[config.mk]
export PLATFORM = sky130hd
export DESIGN_NAME = sample_hold_upsampler
export DESIGN_NICKNAME = d
export VERILOG_FILES = /design/src/rtl/sample_hold_upsampler_pkg.sv /design/src/rtl/sample_hold_upsampler_fifo.sv /design/src/rtl/sample_hold_upsampler.sv
export SDC_FILE = /design/constraint.sdc
export NUM_CORES = 1
export LEC_CHECK = 0
export ABC_AREA = 1
export BUFFER_PORTS_ARGS = -buffer_cell sky130_fd_sc_hd__buf_2
export CAP_MARGIN = 30
export CORE_ASPECT_RATIO = 1.25
export CORE_UTILIZATION = 39
export CTS_BUF_LIST = sky130_fd_sc_hd__clkbuf_4
export DETAILED_ROUTE_END_ITERATION = 7
export PLACE_DENSITY = 0.54
export SKIP_LAST_GASP = 1
export SLEW_MARGIN = 20
export SYNTH_ARGS = -nofsm -noshare
export SYNTH_HDL_FRONTEND = slang
export SYNTH_HIERARCHICAL = 1
export SYNTH_SLANG_ARGS = --single-unit
[constraint.sdc]
create_clock -name clk_i -period 7.2 [get_ports clk_i]
set_clock_uncertainty 0.2 [all_clocks]
set_input_delay 0 -clock clk_i [delete_from_list [all_inputs] [get_ports clk_i]]
set_output_delay 0 -clock clk_i [all_outputs]
set_load 0.01 [all_outputs]
[src/rtl/sample_hold_upsampler_pkg.sv]
// Shared definitions for the sample-and-hold upsampler front end of the FIR + sigma-delta DAC chain.
package sample_hold_upsampler_pkg;

    // Must match the BW of the downstream moving-average filter and the DAC.
    localparam int DEFAULT_BW    = 16;
    localparam int DEFAULT_DEPTH = 4;
    localparam int DEFAULT_OSR_W = 8;

    typedef enum logic {
        IDLE = 1'b0,
        RUN  = 1'b1
    } state_t;

endpackage

[src/rtl/sample_hold_upsampler_fifo.sv]
// Small sample FIFO with a combinational head read so the hold FSM can register the head on the pop edge.
module sync_fifo_dp
    import sample_hold_upsampler_pkg::*;
#(
    parameter int BW    = DEFAULT_BW,
    parameter int DEPTH = DEFAULT_DEPTH
) (
    input  logic                   clk_i,
    input  logic                   rst_i,
    input  logic                   push,
    input  logic [BW-1:0]          push_data,
    input  logic                   pop,
    output logic [BW-1:0]          head,
    output logic                   full,
    output logic                   empty,
    output logic [$clog2(DEPTH):0] level
);

    localparam int AW = $clog2(DEPTH);

    logic [BW-1:0] mem_reg [DEPTH];
    logic [AW:0]   wr_ptr_reg;
    logic [AW:0]   rd_ptr_reg;
    logic          push_ok;
    logic          pop_ok;

    // Extra pointer MSB separates full from empty when the index bits coincide.
    assign level   = wr_ptr_reg - rd_ptr_reg;
    assign full    = (level == (AW + 1)'(DEPTH));
    assign empty   = (wr_ptr_reg == rd_ptr_reg);
    assign push_ok = push & ~full;
    assign pop_ok  = pop & ~empty;
    assign head    = mem_reg[rd_ptr_reg[AW-1:0]];

    always_ff @(posedge clk_i or posedge rst_i) begin
        if (rst_i) begin
            wr_ptr_reg <= '0;
            rd_ptr_reg <= '0;
        end else begin
            if (push_ok) begin
                wr_ptr_reg <= wr_ptr_reg + (AW + 1)'(1);
            end
            if (pop_ok) begin
                rd_ptr_reg <= rd_ptr_reg + (AW + 1)'(1);
            end
        end
    end

    // Storage is not reset: resetting the pointers already discards the contents.
    always_ff @(posedge clk_i) begin
        if (push_ok) begin
            mem_reg[wr_ptr_reg[AW-1:0]] <= push_data;
        end
    end

endmodule

[src/rtl/sample_hold_upsampler.sv]
// Buffers incoming audio samples and replays each one for osr_i cycles (zero-order hold),
// flagging a sticky underrun when the hold expires with nothing queued.
module sample_hold_upsampler
    import sample_hold_upsampler_pkg::*;
#(
    parameter int BW    = DEFAULT_BW,
    parameter int DEPTH = DEFAULT_DEPTH,
    parameter int OSR_W = DEFAULT_OSR_W
) (
    input  logic                   clk_i,
    input  logic                   rst_i,
    input  logic [OSR_W-1:0]       osr_i,
    input  logic [BW-1:0]          s_data_i,
    input  logic                   s_valid_i,
    output logic                   s_ready_o,
    output logic [BW-1:0]          smp_o,
    output logic                   strobe_o,
    output logic                   underrun_o,
    input  logic                   clr_i,
    output logic [$clog2(DEPTH):0] level_o
);

    state_t           state_reg;
    logic [OSR_W-1:0] cnt_reg;
    logic [BW-1:0]    smp_reg;
    logic             strobe_reg;
    logic             underrun_reg;

    logic [BW-1:0]    fifo_head;
    logic             fifo_full;
    logic             fifo_empty;
    logic [OSR_W-1:0] cnt_reload;
    logic             hold_expired;
    logic             take;
    logic             underrun_set;

    sync_fifo_dp #(
        .BW    (BW),
        .DEPTH (DEPTH)
    ) u_fifo (
        .clk_i     (clk_i),
        .rst_i     (rst_i),
        .push      (s_valid_i),
        .push_data (s_data_i),
        .pop       (take),
        .head      (fifo_head),
        .full      (fifo_full),
        .empty     (fifo_empty),
        .level     (level_o)
    );

    // osr_i == 0 behaves as a one-cycle hold.
    assign cnt_reload   = (osr_i == '0) ? '0 : osr_i - OSR_W'(1);
    assign hold_expired = (state_reg == RUN) && (cnt_reg == '0);
    assign take         = ~fifo_empty && ((state_reg == IDLE) || hold_expired);
    assign underrun_set = hold_expired && fifo_empty;

    always_ff @(posedge clk_i or posedge rst_i) begin
        if (rst_i) begin
            state_reg    <= IDLE;
            cnt_reg      <= '0;
            smp_reg      <= '0;
            strobe_reg   <= 1'b0;
            underrun_reg <= 1'b0;
        end else begin
            strobe_reg <= take;
            case (state_reg)
                IDLE: begin
                    if (take) begin
                        smp_reg   <= fifo_head;
                        cnt_reg   <= cnt_reload;
                        state_reg <= RUN;
                    end
                end
                RUN: begin
                    if (take) begin
                        smp_reg <= fifo_head;
                        cnt_reg <= cnt_reload;
                    end else if (underrun_set) begin
                        // Keep the last sample on the output rather than injecting zero.
                        cnt_reg <= cnt_reload;
                    end else begin
                        cnt_reg <= cnt_reg - OSR_W'(1);
                    end
                end
                default: state_reg <= IDLE;
            endcase
            if (underrun_set) begin
                underrun_reg <= 1'b1;
            end else if (clr_i) begin
                underrun_reg <= 1'b0;
            end
        end
    end

    assign s_ready_o  = ~fifo_full;
    assign smp_o      = smp_reg;
    assign strobe_o   = strobe_reg;
    assign underrun_o = underrun_reg;

endmodule

Word level (Yosys, flattened, before mapping)
Memories as Yosys holds them, arrays and structs flattened. A register that Yosys moved wholly into a read port is not among the register bits.
Cells that the tools add are included.
{ "op_classes": {"div": 0, "n_eq_ne": 3, "n_mux": 11, "add_sub_neg": 5, "reduce_logical": 7, "magnitude_cmp": 0, "bitwise_logic": 5, "shifts": 0, "n_mul": 0} }
{ "ops": {"columns": ["op", "count"], "rows": [
  ["$mux W8", 4],
  ["$logic_not A8 Y1", 2],
  ["$pmux W8 S2", 1],
  ["$sub A8 B1 Y8 const B", 2],
  ["$add A3 B1 Y3 const B", 2],
  ["$mux W1", 6],
  ["$eq A3 B3 Y1", 1],
  ["$eq A3 B3 Y1 const B", 1],
  ["$logic_and A1 B1 Y1", 3],
  ["$not A1 Y1", 3],
  ["$sub A3 B3 Y3", 1],
  ["$and A1 B1 Y1", 2],
  ["$ne A2 B2 Y1 const B", 1],
  ["$reduce_bool A2 Y1", 1],
  ["$logic_or A1 B1 Y1", 1]
]} }
{ "word_totals": {"input_bits": 28, "mem_bits_ro": 0, "output_inout_bits": 22, "memories": 1, "latch_bits": 0, "register_bits": 17, "elab_cells": 38, "mem_bits_rw": 64} }
{ "mem_list": {"columns": ["memory", "words", "word_bits", "rd", "rd_ports_with_merged_regs", "write_ports", "line", "text"], "rows": [
  ["u_fifo.mem_reg", 4, 16, 1, 1, 1, "sample_hold_upsampler_fifo.sv:21", "logic [BW-1:0] mem_reg [DEPTH];"]
]} }

Longest topological paths before layout
Gate-level depths: netlist (run 1).
{ "logic_depth": {"word_depth": 6, "ltp_mapped": 12, "ltp_nobuf": 11} }

Cells and area by module
Netlist (run 1), hierarchy kept.
{ "modules_own_cells": {"columns": ["mod", "seq_area_each_um2", "cells_each", "instances", "area_each_um2"], "rows": [
  ["sync_fifo_dp", 2072.0, 217, 1, 2842.7],
  ["sample_hold_upsampler", 675.6, 220, 1, 1551.5]
]} }

Worst setup path after synthesis (run 1)
OpenSTA, ideal clock, no wires.
{ "synth_path": {"path_kind": "register to register", "from": "register u_fifo.rd_ptr_reg[1]", "to": "memory u_fifo/mem_reg[0][0] (netlist bit), enable pin", "required_ps": 6611, "stages_incl_launch_ff": 8, "path_slack_ps": 4378, "t_arrival_ps": 2233, "setup_ps": 389, "n_path_buf": 1, "synth_period_minus_slack_ps": 2822, "cell_sequence": "dfrtp_1 inv_1 buf_2 fa_1 nor2_1 nand2_4 nand2_4 nor2_1"} }
{ "synth_via": {"elab_chain_cells": 6} }
{ "synth_rtl": {"columns": ["item", "line", "text"], "rows": [
  ["start, declared", "sample_hold_upsampler_fifo.sv:23", "logic [AW:0] rd_ptr_reg;"],
  ["start signal, assigned", "sample_hold_upsampler_fifo.sv:44", "rd_ptr_reg <= rd_ptr_reg + (AW + 1)'(1);"],
  ["$sub A3 B3 Y3", "sample_hold_upsampler_fifo.sv:28", "assign level = wr_ptr_reg - rd_ptr_reg;"],
  ["via level_o[1]", "sample_hold_upsampler.sv:20", "output logic [$clog2(DEPTH):0] level_o"],
  ["$eq A3 B3 Y1", "sample_hold_upsampler_fifo.sv:29", "assign full = (level == (AW + 1)'(DEPTH));"],
  ["$not A1 Y1", "sample_hold_upsampler_fifo.sv:31", "assign push_ok = push & ~full;"],
  ["$and A1 B1 Y1", "sample_hold_upsampler_fifo.sv:31", null],
  ["$mux W1", "sample_hold_upsampler_fifo.sv:51", "if (push_ok) begin"],
  ["$mux W1 (not written as such)", "sample_hold_upsampler_fifo.sv:52", "mem_reg[wr_ptr_reg[AW-1:0]] <= push_data;"],
  ["end, declared", "sample_hold_upsampler_fifo.sv:21", null]
]} }
The timed path passes the listed nets, and every way through them passes these cells.

Final worst setup path (run 1)
{ "layout_path": {"from": "register u_fifo.rd_ptr_reg[1]", "to": "register cnt_reg[3]"} }
{ "layout_via": {"elab_chain_cells": 5, "word_cells_on_any_way": 8, "cone_classes": "2 x eq/ne; 3 x mux; 1 x bitwise; 2 x reduce/logical"} }
{ "layout_rtl": {"columns": ["item", "line", "text"], "rows": [
  ["$eq A3 B3 Y1 (*)", "sample_hold_upsampler_fifo.sv:30", "assign empty = (wr_ptr_reg == rd_ptr_reg);"],
  ["via fifo_empty", "sample_hold_upsampler.sv:31", "logic fifo_empty;"],
  ["$logic_and A1 B1 Y1 / $not A1 Y1 (equally long branches)", "sample_hold_upsampler.sv:56, sample_hold_upsampler.sv:55", null],
  ["$mux W8 / $logic_and A1 B1 Y1 (equally long branches)", "sample_hold_upsampler.sv:79, sample_hold_upsampler.sv:55", null],
  ["$mux W8", "sample_hold_upsampler.sv:76", "if (take) begin"],
  ["$pmux W8 S2", "sample_hold_upsampler.sv:67", "case (state_reg)"],
  ["end signal, assigned", "sample_hold_upsampler.sv:71", "cnt_reg <= cnt_reload;"],
  ["end signal, assigned", "sample_hold_upsampler.sv:78", "cnt_reg <= cnt_reload;"],
  ["end signal, assigned", "sample_hold_upsampler.sv:81", "cnt_reg <= cnt_reload;"],
  ["end, declared", "sample_hold_upsampler.sv:24", "logic [OSR_W-1:0] cnt_reg;"]
]} }
Mark *: on every way through the listed nets, which the timed path passes. The rest lies on a longest branch.
A chain may end at the register's enable or synchronous reset.

==> metrics.md, run 1 <==
| Metric | Value |
|---|---|
| Status | finished, final reports clean |
| Core area | 10800 sq um |
| Layout area overhead | 20.6% |
| Placed insts | 612 |
| Total gr overflow | 0 |
| Tcrit/Tclk final | 48.7% |
| Count leader, synth | nand2_1 |
| Ports | 50 |
| Crit Path Class | flop to flop |
| Row Count | 42 |
| Register area | 2750 sq um |
| Post-synth top area cell | edfxtp_1 |
| CP required | 7.40 ns |
| Flop2flop setup slack | 3.70 ns |
| Num CTS Buffers | 9 |
| DRT iter0 DRCs | 136 |
| Max-cap violations | 0 |
| Crit end category | flop |
| Netlist Area Pre-Place | 4390 sq um |
| Critical Path Source Type | flop |
| Clock-pin slew on the worst setup and hold paths | 0.14 ns |
| Num Clock Sinks | 97 |
| Synth top cells by count | nand2_1, nor2_1, edfxtp_1, o21ai_0, inv_1 |
| Pins Over Slew Limit | 0 |
| Crit path time final | 3.50 ns |
| # H-tree levels | 3 |
| Largest register FFs | 64 |
| Root Driver | clkbuf_4 |
| Most used DFF post-synth | edfxtp_1 |
| Clock latency at the later pin of the worst-skew pair | 0.45 ns |
| Worst slew pin tran | 0.707 ns |
| Final hold slack | 0.0540 ns |
| Routability cong. | 0.808 |
| Die width | 96.9 microns |
| Vias | 3234 |
| Max frequency | 285 MHz |
| Synth top area share | 43.7% |
| Post-route cell area | 5300 sq um |
| DRC | 0 |
| #FFs+latches synth | 97 |
| RSZ-0062 raised after global routing | no |
| Pin count of the biggest net entering global routing | 34 |
| Max VDD drop | 0.000150 V |
| Power per Cell Area | 359 nW/um^2 |
| Area after DPL | 4820 sq um |
| Worst Hold Class | input pin to flop |
| Fin nets | 565 |
| Crit path max fanout | 19 |
| Slew headroom | 52.8% |
| Cell variety after synth | 31 |
| Pre-antenna DRT Iters | 4 |
| Vias per Instance | 4.88 |
| Final WL | 9360 microns |
| Syn. warnings | 6 |
| Fin Setup TNS | 0 ns |
| Average cell area after synthesis | 10.1 sq um |
| Vias in the first global route | 3307 |
| Async set or reset register ratio after synthesis | 34.0% |
| Clock tree buffer depth | 2 |
| Hold violation count in the final report | 0 |
| Endpoints failing setup | 0 |
| Multi-input gate area | 1420 sq um |
| Post-Syn Instances | 437 |
| Seq/Total Area, Yosys | 62.5% |
| Number of synthesized flops with an enable pin | 64 |
| Die Span Y | 121 microns |
| CTS tree | built |
| Die area | 11700 sq um |
| LEAKAGE | 2.31 nW |
| Post-DP HPWL | 6500 microns |
| PortBufs | 49 |
| Post-route insts no fill | 663 |
| Antenna Nets Post-Route | 0 |
| Initial core utilization | 40.8% |
| Share of cells above drive strength 1 | 16.4% |
| CP arrival | 3.70 ns |
| GR Util All Layers | 17.6% |
| Most area-consuming cells after synthesis | edfxtp_1, dfrtp_1, nand2_1, nor2_1, o21ai_0 |
| Initial antenna violation count | 1 |
| Syn nets | 477 |
| First-pass GRT wire length | 15700 microns |
| Wire per inst | 14.1 microns |
| Fill cells | 1022 |
-- cells in the final DEF (no fill, tap or decap), types with 6 or more instances in the layout --
cell type	count
o21ai_0	41
buf_2	49
o22ai_1	16
clkbuf_4	11
ha_1	11
inv_1	39
nand2_2	6
nor2_1	65
nand3_1	29
dfrtp_1	33
dlygate4sd3_1	34
edfxtp_1	64
nand2_1	96
-- worst paths after layout --
| kind | startpoint | endpoint | depth (start not counted) |
|---|---|---|---|
| min in group asynchronous | rst_i | u_fifo/wr_ptr_reg[2] | 4 |
| setup / recovery | u_fifo/rd_ptr_reg[1] | cnt_reg[3] | 11 |
| hold reg to reg | smp_o[4] | smp_o[4] | 2 |
| max in group asynchronous | rst_i | smp_o[4] | 5 |
| setup reg to reg | u_fifo/rd_ptr_reg[1] | cnt_reg[3] | 11 |
| hold / removal | clr_i | underrun_o | 3 |
-- metal layers --
metal	global-route usage, %	wire length [microns]
met1	20.2	4160
met2	30.0	4540
met3	2.77	222
met4	12.1	435
met5	0	0
-- metrics by stage --
step	utilization, %	power (W)	setup slack, ns
2_1_floorplan	-	0.00136	4.38
3_3_place_gp	44.2	0.00159	3.96
3_5_place_dp	44.7	0.00162	3.92
4_1_cts	49.2	0.00193	3.69
5_1_grt	49.2	0.00205	3.44
6_report	49.2	0.00190	3.70
-- critical path: stages (launching register included) --
cell           delay, ns
dfrtp_1             0.74
inv_1               0.48
ha_1                0.43
nand3_2             0.10
inv_1               0.15
inv_1               0.10
nor2_2              0.17
clkinv_1            0.27
nor2_1              0.16
nor2_1              0.06
nand2_1             0.06
dlygate4sd3_1       0.53
-- repair_timing --
item / in CTS / in global routing
setup buffers: 0 / 0
resized for setup: 0 / 0
endpoints found under the hold margin: 157 / 0
hold buffers: 34 / 0
-- cell type report --
| cell class | count | share of cell area [%] |
|---|---|---|
| clock buffers | 11 | 1.56 |
| multi-input cells | 285 | 26.7 |
| flip-flops and latches | 97 | 51.9 |
| well taps | 132 | 3.12 |
| clock inverters | 5 | 1.04 |
| inverters | 44 | 3.14 |
| repair buffers | 88 | 12.5 |
| diodes | 1 | 0.0472 |
-- logic make-up (layout without fill, tap and decap cells) --
kind of cell | Yosys count | in the layout | synth area share, %
AND/OR/NAND/NOR | 207 | 207 | 20.1
flip-flops | 97 | 97 | 62.5
AO/OA/AOI/OAI | 64 | 64 | 8.17
buffers and inverters | 55 | 148 | 5.24
adder cells (fa/ha/maj) | 12 | 12 | 3.59
XOR/XNOR | 2 | 2 | 0.399
other | 0 | 1 | 0
-- power breakdown --
group	leakage, nW	switching [W]	internal [W]
Combinational	1.24	0.000463	0.000277
Clock	0.0765	0.000177	0.000114
Sequential	0.995	0.000104	0.000768
Total	2.31	0.000744	0.00116
Note: power is estimated with default switching activity, not from simulation.
==> inputs of run 2 (changes only) <==
==> constraint.sdc (replaced) <==
create_clock -name clk_i -period 3.52 [get_ports clk_i]
set_clock_uncertainty 0.2 [all_clocks]
set_input_delay 0 -clock clk_i [delete_from_list [all_inputs] [get_ports clk_i]]
set_output_delay 0 -clock clk_i [all_outputs]
set_load 0.01 [all_outputs]
==> metrics.md, run 2 (synthesized netlist as in run 1, its figures left out) <==
| Metric | Value |
|---|---|
| Status | finished, final reports clean |
| Crit path time final | 2.46 ns |
| Crit Path Class | input pin to flop |
| Final hold slack | 0.0718 ns (+0.0179 ns) |
| Internal | 0.00236 W (+100%) |
| PortBufs | 49 (unchanged) |
| CP required | 3.67 ns (-3.73 ns) |
| Crit path max fanout | 4 (-15) |
| Commonest non-fill, non-tap cell in the layout | nand2_1 |
| Vias per Instance | 4.86 (-0.38%) |
| Initial antenna violation count | 1 (unchanged) |
| Multi-input gate area | 1420 sq um (unchanged) |
| CP arrival | 2.62 ns (-1.08 ns) |
| CTS tree | built |
| Post_cts resized | 0 (unchanged) |
| GR Util All Layers | 17.4% (-0.20 points) |
| Power per Cell Area | 732 nW/um^2 (+100%) |
| Die area | 11700 sq um (unchanged) |
| Crit end category | flop |
| Initial core utilization | 40.8% (unchanged) |
| Sequential power share | 44.6% (-1.2 points) |
| Worst slew pin tran | 0.565 ns (-0.142 ns) |
| M2 GR Usage | 30.7% (+0.66 points) |
| Critical Path Source Type | input pin |
| Routability cong. | 0.824 (+1.9%) |
| Clock latency at the later pin of the worst-skew pair | 0.44 ns (about the same) |
| Max-cap violations | 0 (unchanged) |
| Sw Share | 39.7% (+0.58 points) |
| Largest register FFs | 64 (unchanged) |
| Root Driver | clkbuf_4 |
| Antenna Nets Post-Route | 0 (unchanged) |
| Pre-antenna DRT Iters | 4 (unchanged) |
| Pre-CTS WS | 1.13 ns (-2.80 ns) |
| Tcrit/Tclk final | 70.0% |
| Hold violation count in the final report | 0 (unchanged) |
| Clock-pin slew on the worst setup and hold paths | 0.15 ns (about the same) |
| Comb power frac | 40.0% (+1.1 points) |
| Num CTS Buffers | 9 (unchanged) |
| Critical path cell sequence | dlygate4sd3_1, buf_2, inv_1, nand3_1, inv_1, nand3_1, dlygate4sd3_1, nand3_1, dlygate4sd3_1, nor2_1, nor2_1, nand2_1 |
| Num Clock Sinks | 97 (unchanged) |
| Slew headroom | 62.3% (+9.4 points) |
| Met3 GRT Util | 2.20% (-0.58 points) |
| Vias | 3251 (+0.53%) |
| Clock tree buffer depth | 2 (unchanged) |
| CP top delay family | buffers and inverters |
| GR peak layer | met2 |
| Max incr delay on CP | 0.61 ns (-0.13 ns) |
| Max VDD drop | 0.000347 V (+130%) |
| Core area | 10800 sq um (unchanged) |
| Share of cells above drive strength 1 | 17.4% (+0.94 points) |
| Fin nets | 571 (+1.1%) |
| DRC | 0 (unchanged) |
| Wire per inst | 14.3 microns (+1.3%) |
| Met1 Usage GRT | 21.0% (+0.81 points) |
| Vias in the first global route | 3235 (-2.2%) |
| DRT iter0 DRCs | 94 (-31%) |
| Max frequency | 406 MHz |
| Row Count | 42 (unchanged) |
| Total gr overflow | 0 (unchanged) |
| Most frequent cells in the layout | nand2_1, nor2_1, edfxtp_1, buf_2, o21ai_0 |
| Ports | 50 (unchanged) |
| Layout area overhead | 21.4% |
| # H-tree levels | 3 (unchanged) |
| Setup WS post-layout | 1.06 ns (-2.64 ns) |
| First-pass GRT wire length | 15600 microns (-0.88%) |
| Post-DP HPWL | 6460 microns (-0.64%) |
| Crit path buf inv count | 6 (+1) |
| Die width | 96.9 microns (unchanged) |
| Postcts setup bufs | 0 (unchanged) |
| Fin Setup TNS | 0 ns (unchanged) |
| Final WL | 9560 microns (+2.2%) |
| Register area | 2750 sq um (unchanged) |
| Pins Over Slew Limit | 0 (unchanged) |
| Pin count of the biggest net entering global routing | 35 (+2.9%) |
| CP max-delay cell | dlygate4sd3_1 |
| Fill cells | 1032 (+0.98%) |
| Die Span Y | 121 microns (unchanged) |
| Clock Power Share | 15.4% (about the same) |
| Endpoints failing setup | 0 (unchanged) |
| LEAKAGE | 2.33 nW (+0.80%) |
| RSZ-0062 raised after global routing | no |
| Worst Hold Class | input pin to flop |
| Net switching power figure | 0.00155 W (+110%) |
-- run 2: cell types whose count changed in the layout (fill, tap and decap cells not counted) --
cell	before	now
dlygate4sd3_1	34	36
clkinv_2	1	3
clkbuf_4	11	10
clkinv_1	4	2
buf_4	3	8
buf_16	2	1
inv_6	1	2
-- run 2: per-layer routing --
layer / vias up / part of all wire [%]
met5: - / 0
met4: 0 / 2.2
met3: 13 / 1.7
met2: 46 / 50
met1: 1546 / 46
li1: 1646 / -
-- run 2: path summary, 6_finish.rpt --
check	startpoint	to	slack [ns]	depth (start not counted)
max	osr_i[0]	cnt_reg[5]	1.06	12
min reg2reg	smp_o[2]	smp_o[2]	0.29	2
min	clr_i	underrun_o	0.07	3
min in group asynchronous	rst_i	u_fifo/rd_ptr_reg[1]	0.37	4
max in group asynchronous	rst_i	smp_o[15]	2.16	5
max reg2reg	u_fifo/wr_ptr_reg[0]	u_fifo/mem_reg[1][14]	1.12	9
-- run 2: worst min-delay path, stage by stage --
cell and delay [ns]:
dlygate4sd3_1 0.53, buf_2 0.10, o21ai_0 0.07
-- run 2: what timing repair did --
item                                    in CTS  in global routing
endpoints found under the setup margin       0                  0
endpoints found under the hold margin      157                  0
hold buffers                                36                  0
-- run 2: through the flow --
step                      utilization (%)  std cells  area, sq um  power (W)
after detailed placement             44.8        616         4830    0.00332
after CTS                            49.5        668         5330    0.00396
after global routing                 49.5        669         5330    0.00420
final                                49.5        669         5330    0.00390
after floorplan                         -        437         4390    0.00278
after global placement               44.6        615         4800    0.00328
-- run 2: layout make-up --
type                    count  area share [%]
inverters                  44            3.12
flip-flops and latches     97            51.5
well taps                 132            3.10
clock inverters             6            1.24
clock buffers              10            1.41
multi-input cells         285            26.6
repair buffers             94            13.0
diodes                      1          0.0469
-- run 2: power by group through the flow --
stage                     Combinational (W)  Sequential (W)  Clock (W)
final                               0.00156         0.00174   0.000599
after global routing                0.00176         0.00178   0.000659
after CTS                           0.00158         0.00175   0.000623
after detailed placement            0.00155         0.00177          0
after global placement              0.00152         0.00177          0
after floorplan                    0.000994         0.00179          0
==> inputs of run 3 (changes only) <==
--- a/config.mk
+++ b/config.mk
@@ -5,7 +5,7 @@
 export SDC_FILE = /design/constraint.sdc
 export NUM_CORES = 1
 export LEC_CHECK = 0
-export ABC_AREA = 1
+export ABC_AREA = 0
 export BUFFER_PORTS_ARGS = -buffer_cell sky130_fd_sc_hd__buf_2
 export CAP_MARGIN = 30
 export CORE_ASPECT_RATIO = 1.25
==> constraint.sdc (replaced) <==
create_clock -name clk_i -period 2.42 [get_ports clk_i]
set_clock_uncertainty 0.2 [all_clocks]
set_input_delay 0 -clock clk_i [delete_from_list [all_inputs] [get_ports clk_i]]
set_output_delay 0 -clock clk_i [all_outputs]
set_load 0.01 [all_outputs]
==> metrics.md, run 3 <==
| Metric | Value |
|---|---|
| Status | finished, final reports clean |
| Num CTS Buffers | 9 (unchanged) |
| Most frequent cells in the layout | edfxtp_1, buf_2, dfrtp_1, dlygate4sd3_1, mux4_2 |
| Antenna cell count | 0 (-1) |
| DRT iter0 DRCs | 147 (+56%) |
| Net switching power figure | 0.00157 W (+1.4%) |
| Vias per Instance | 5.15 (+6.0%) |
| Crit path max fanout | 8 (+4) |
| Post-synth top area cell | edfxtp_1 |
| CTS tree | built |
| Hold violation count in the final report | 0 (unchanged) |
| # H-tree levels | 3 (unchanged) |
| Synth top area share | 44.4% (+0.71 points) |
| Vias | 2643 (-19%) |
| Worst slew pin tran | 0.419 ns (-0.146 ns) |
| Die Span Y | 120 microns (-0.79%) |
| Most used DFF post-synth | edfxtp_1 |
| Total gr overflow | 0 (unchanged) |
| Pin count of the biggest net entering global routing | 28 (-20%) |
| Clock-pin slew on the worst setup and hold paths | 0.15 ns (about the same) |
| Slew headroom | 71.9% (+9.7 points) |
| Area after DPL | 4800 sq um (-0.49%) |
| Row Count | 42 (unchanged) |
| CP required | 2.37 ns (-1.30 ns) |
| Ports | 50 (unchanged) |
| Crit path time final | 2.38 ns |
| Clock latency at the later pin of the worst-skew pair | 0.43 ns (about the same) |
| RSZ-0062 raised after global routing | no |
| Largest register FFs | 64 (unchanged) |
| Synth top cells by count | edfxtp_1, dfrtp_1, inv_1, mux4_2, nor2_1 |
| Power per Cell Area | 921 nW/um^2 (+26%) |
| Post-DP HPWL | 5610 microns (-13%) |
| Core area | 10700 sq um (-0.98%) |
| Fill cells | 920 (-11%) |
| Average cell area after synthesis | 16.1 sq um (+60%) |
| Cell variety after synth | 52 (+68%) |
| Routability cong. | 0.787 (-4.4%) |
| GR Util All Layers | 16.3% (-1.0 points) |
| Most area-consuming cells after synthesis | edfxtp_1, dfrtp_1, mux4_2, ha_1, mux2_4 |
| Comb power frac | 33.3% (-6.7 points) |
| Sw Share | 31.6% (-8.1 points) |
| Final WL | 8850 microns (-7.4%) |
| Worst Hold Class | input pin to flop |
| Wire per inst | 17.3 microns (+21%) |
| Crit Path Class | flop to flop |
| Tcrit/Tclk final | 98.2% |
| Internal | 0.00340 W (+44%) |
| Count leader, synth | edfxtp_1 |
| Crit end category | flop |
| Placed insts | 455 (-26%) |
| Layout area overhead | 24.8% |
| Initial antenna violation count | 0 (-1) |
| Die width | 96.2 microns (-0.78%) |
| Antenna Nets Post-Route | 0 (unchanged) |
| Max frequency | 421 MHz |
| CP arrival | 2.33 ns (-0.29 ns) |
| Max VDD drop | 0.000417 V (+20%) |
| Seq/Total Area, Yosys | 63.5% (+1.0 points) |
| LEAKAGE | 2.08 nW (-11%) |
| Commonest non-fill, non-tap cell in the layout | edfxtp_1 |
| Max-cap violations | 0 (unchanged) |
| Critical Path Source Type | flop |
| Post-route insts no fill | 513 (-23%) |
| Fin nets | 416 (-27%) |
| Pins Over Slew Limit | 0 (unchanged) |
| Sequential power share | 47.0% (+2.4 points) |
| Die area | 11500 sq um (-1.6%) |
| Clock Power Share | 19.7% (+4.3 points) |
| Pre-antenna DRT Iters | 4 (unchanged) |
| Post-route cell area | 5400 sq um (+1.2%) |
| Syn nets | 309 (-35%) |
| Clock tree buffer depth | 2 (unchanged) |
| Root Driver | clkbuf_4 |
| Final hold slack | 0.0724 ns (+0.000541 ns) |
| Syn. warnings | 6 (unchanged) |
| Number of synthesized flops with an enable pin | 64 (unchanged) |
| Pwr Total | 0.00497 W (+27%) |
| Initial core utilization | 40.5% (-0.25 points) |
| Netlist Area Pre-Place | 4320 sq um (-1.6%) |
| Vias in the first global route | 2757 (-15%) |
| Endpoints failing setup | 0 (unchanged) |
| First-pass GRT wire length | 13800 microns (-12%) |
| PortBufs | 49 (unchanged) |
| Post-Syn Instances | 269 (-38%) |
| Num Clock Sinks | 97 (unchanged) |
| Utilization after layout | 50.6% (+1.1 points) |
| #FFs+latches synth | 97 (unchanged) |
| Async set or reset register ratio after synthesis | 34.0% (unchanged) |
| DRC | 0 (unchanged) |
| Share of cells above drive strength 1 | 37.8% (+20 points) |
[run 3: power by group through the flow]
stage               clock (W)  combinational [W]  sequential [W]
finish               0.000981            0.00165         0.00233
global placement            0            0.00140         0.00236
floorplan                   0           0.000974         0.00234
global route          0.00108            0.00180         0.00237
CTS                   0.00102            0.00150         0.00233
detailed placement          0            0.00141         0.00237
[run 3: cells by family after synthesis]
kind of cell	count (synthesis)	share of synthesized area [%]
xor gates and xnor gates	7	1.77
buffers and inverters	24	2.81
AOI/OAI and AO/OA	39	6.54
muxes	36	14.4
DFF	97	63.5
and+or+nand+nor	54	7.35
adders and majority gates	12	3.65
[run 3: what timing repair did]
item / 4_1_cts / 5_1_grt
gates cloned: 0 / 4
pin swaps: 0 / 7
setup endpoints to repair: 55 / 65
hold endpoints to repair: 109 / 0
gates resized for setup: 1 / 12
hold buffers: 32 / 0
buffers inserted: 2 / 4
[run 3: worst max-delay path, stage by stage (launching register included)]
cell and delay [ns]:
dfrtp_1 0.42, inv_2 0.08, ha_4 0.13, inv_2 0.03, fa_2 0.54, nor2b_2 0.05
buf_4 0.13, a21boi_4 0.13, buf_4 0.16, and2_4 0.22
[run 3: worst paths after layout]
kind | from | endpoint | slack [ns] | cells past startpoint
max | u_fifo/wr_ptr_reg[0] | u_fifo/mem_reg[1][11] | 0.04 | 9
min | clr_i | underrun_o | 0.07 | 3
max reg2reg | u_fifo/wr_ptr_reg[0] | u_fifo/mem_reg[1][11] | 0.04 | 9
min reg2reg | smp_o[14] | smp_o[14] | 0.32 | 1
max in group asynchronous | rst_i | cnt_reg[0] | 1.18 | 5
min in group asynchronous | rst_i | u_fifo/wr_ptr_reg[1] | 0.40 | 4
[run 3: cell type report]
cell class / instances / area [sq um] / share of cell area [%]
Inverter: 17 / 63.8 / 1.18
Clock inverter: 7 / 100 / 1.86
Clock buffer: 9 / 67.6 / 1.25
Tap cell: 132 / 165 / 3.06
Multi-Input combinational cell: 152 / 1520 / 28.2
Sequential cell: 97 / 2750 / 50.9
Timing Repair Buffer: 99 / 729 / 13.5
[run 3: per-stage QoR]
stage               setup slack [ns]  TNS, ns
floorplan                     0.0249        0
global placement              0.0540        0
detailed placement           -0.0131   -0.289
CTS                         -0.00660  -0.0118
global route                  0.0133        0
finish                        0.0442        0
[run 3: routing by layer]
metal / share of wire, % / wire length, microns / global-route usage [%] / vias up
met5: 0 / 0 / 0 / -
met1: 42 / 3740 / 19.8 / 1338
met4: 2.8 / 249 / 7.37 / 0
li1: - / - / - / 1244
met2: 52 / 4630 / 27.6 / 47
met3: 2.7 / 237 / 3.23 / 14
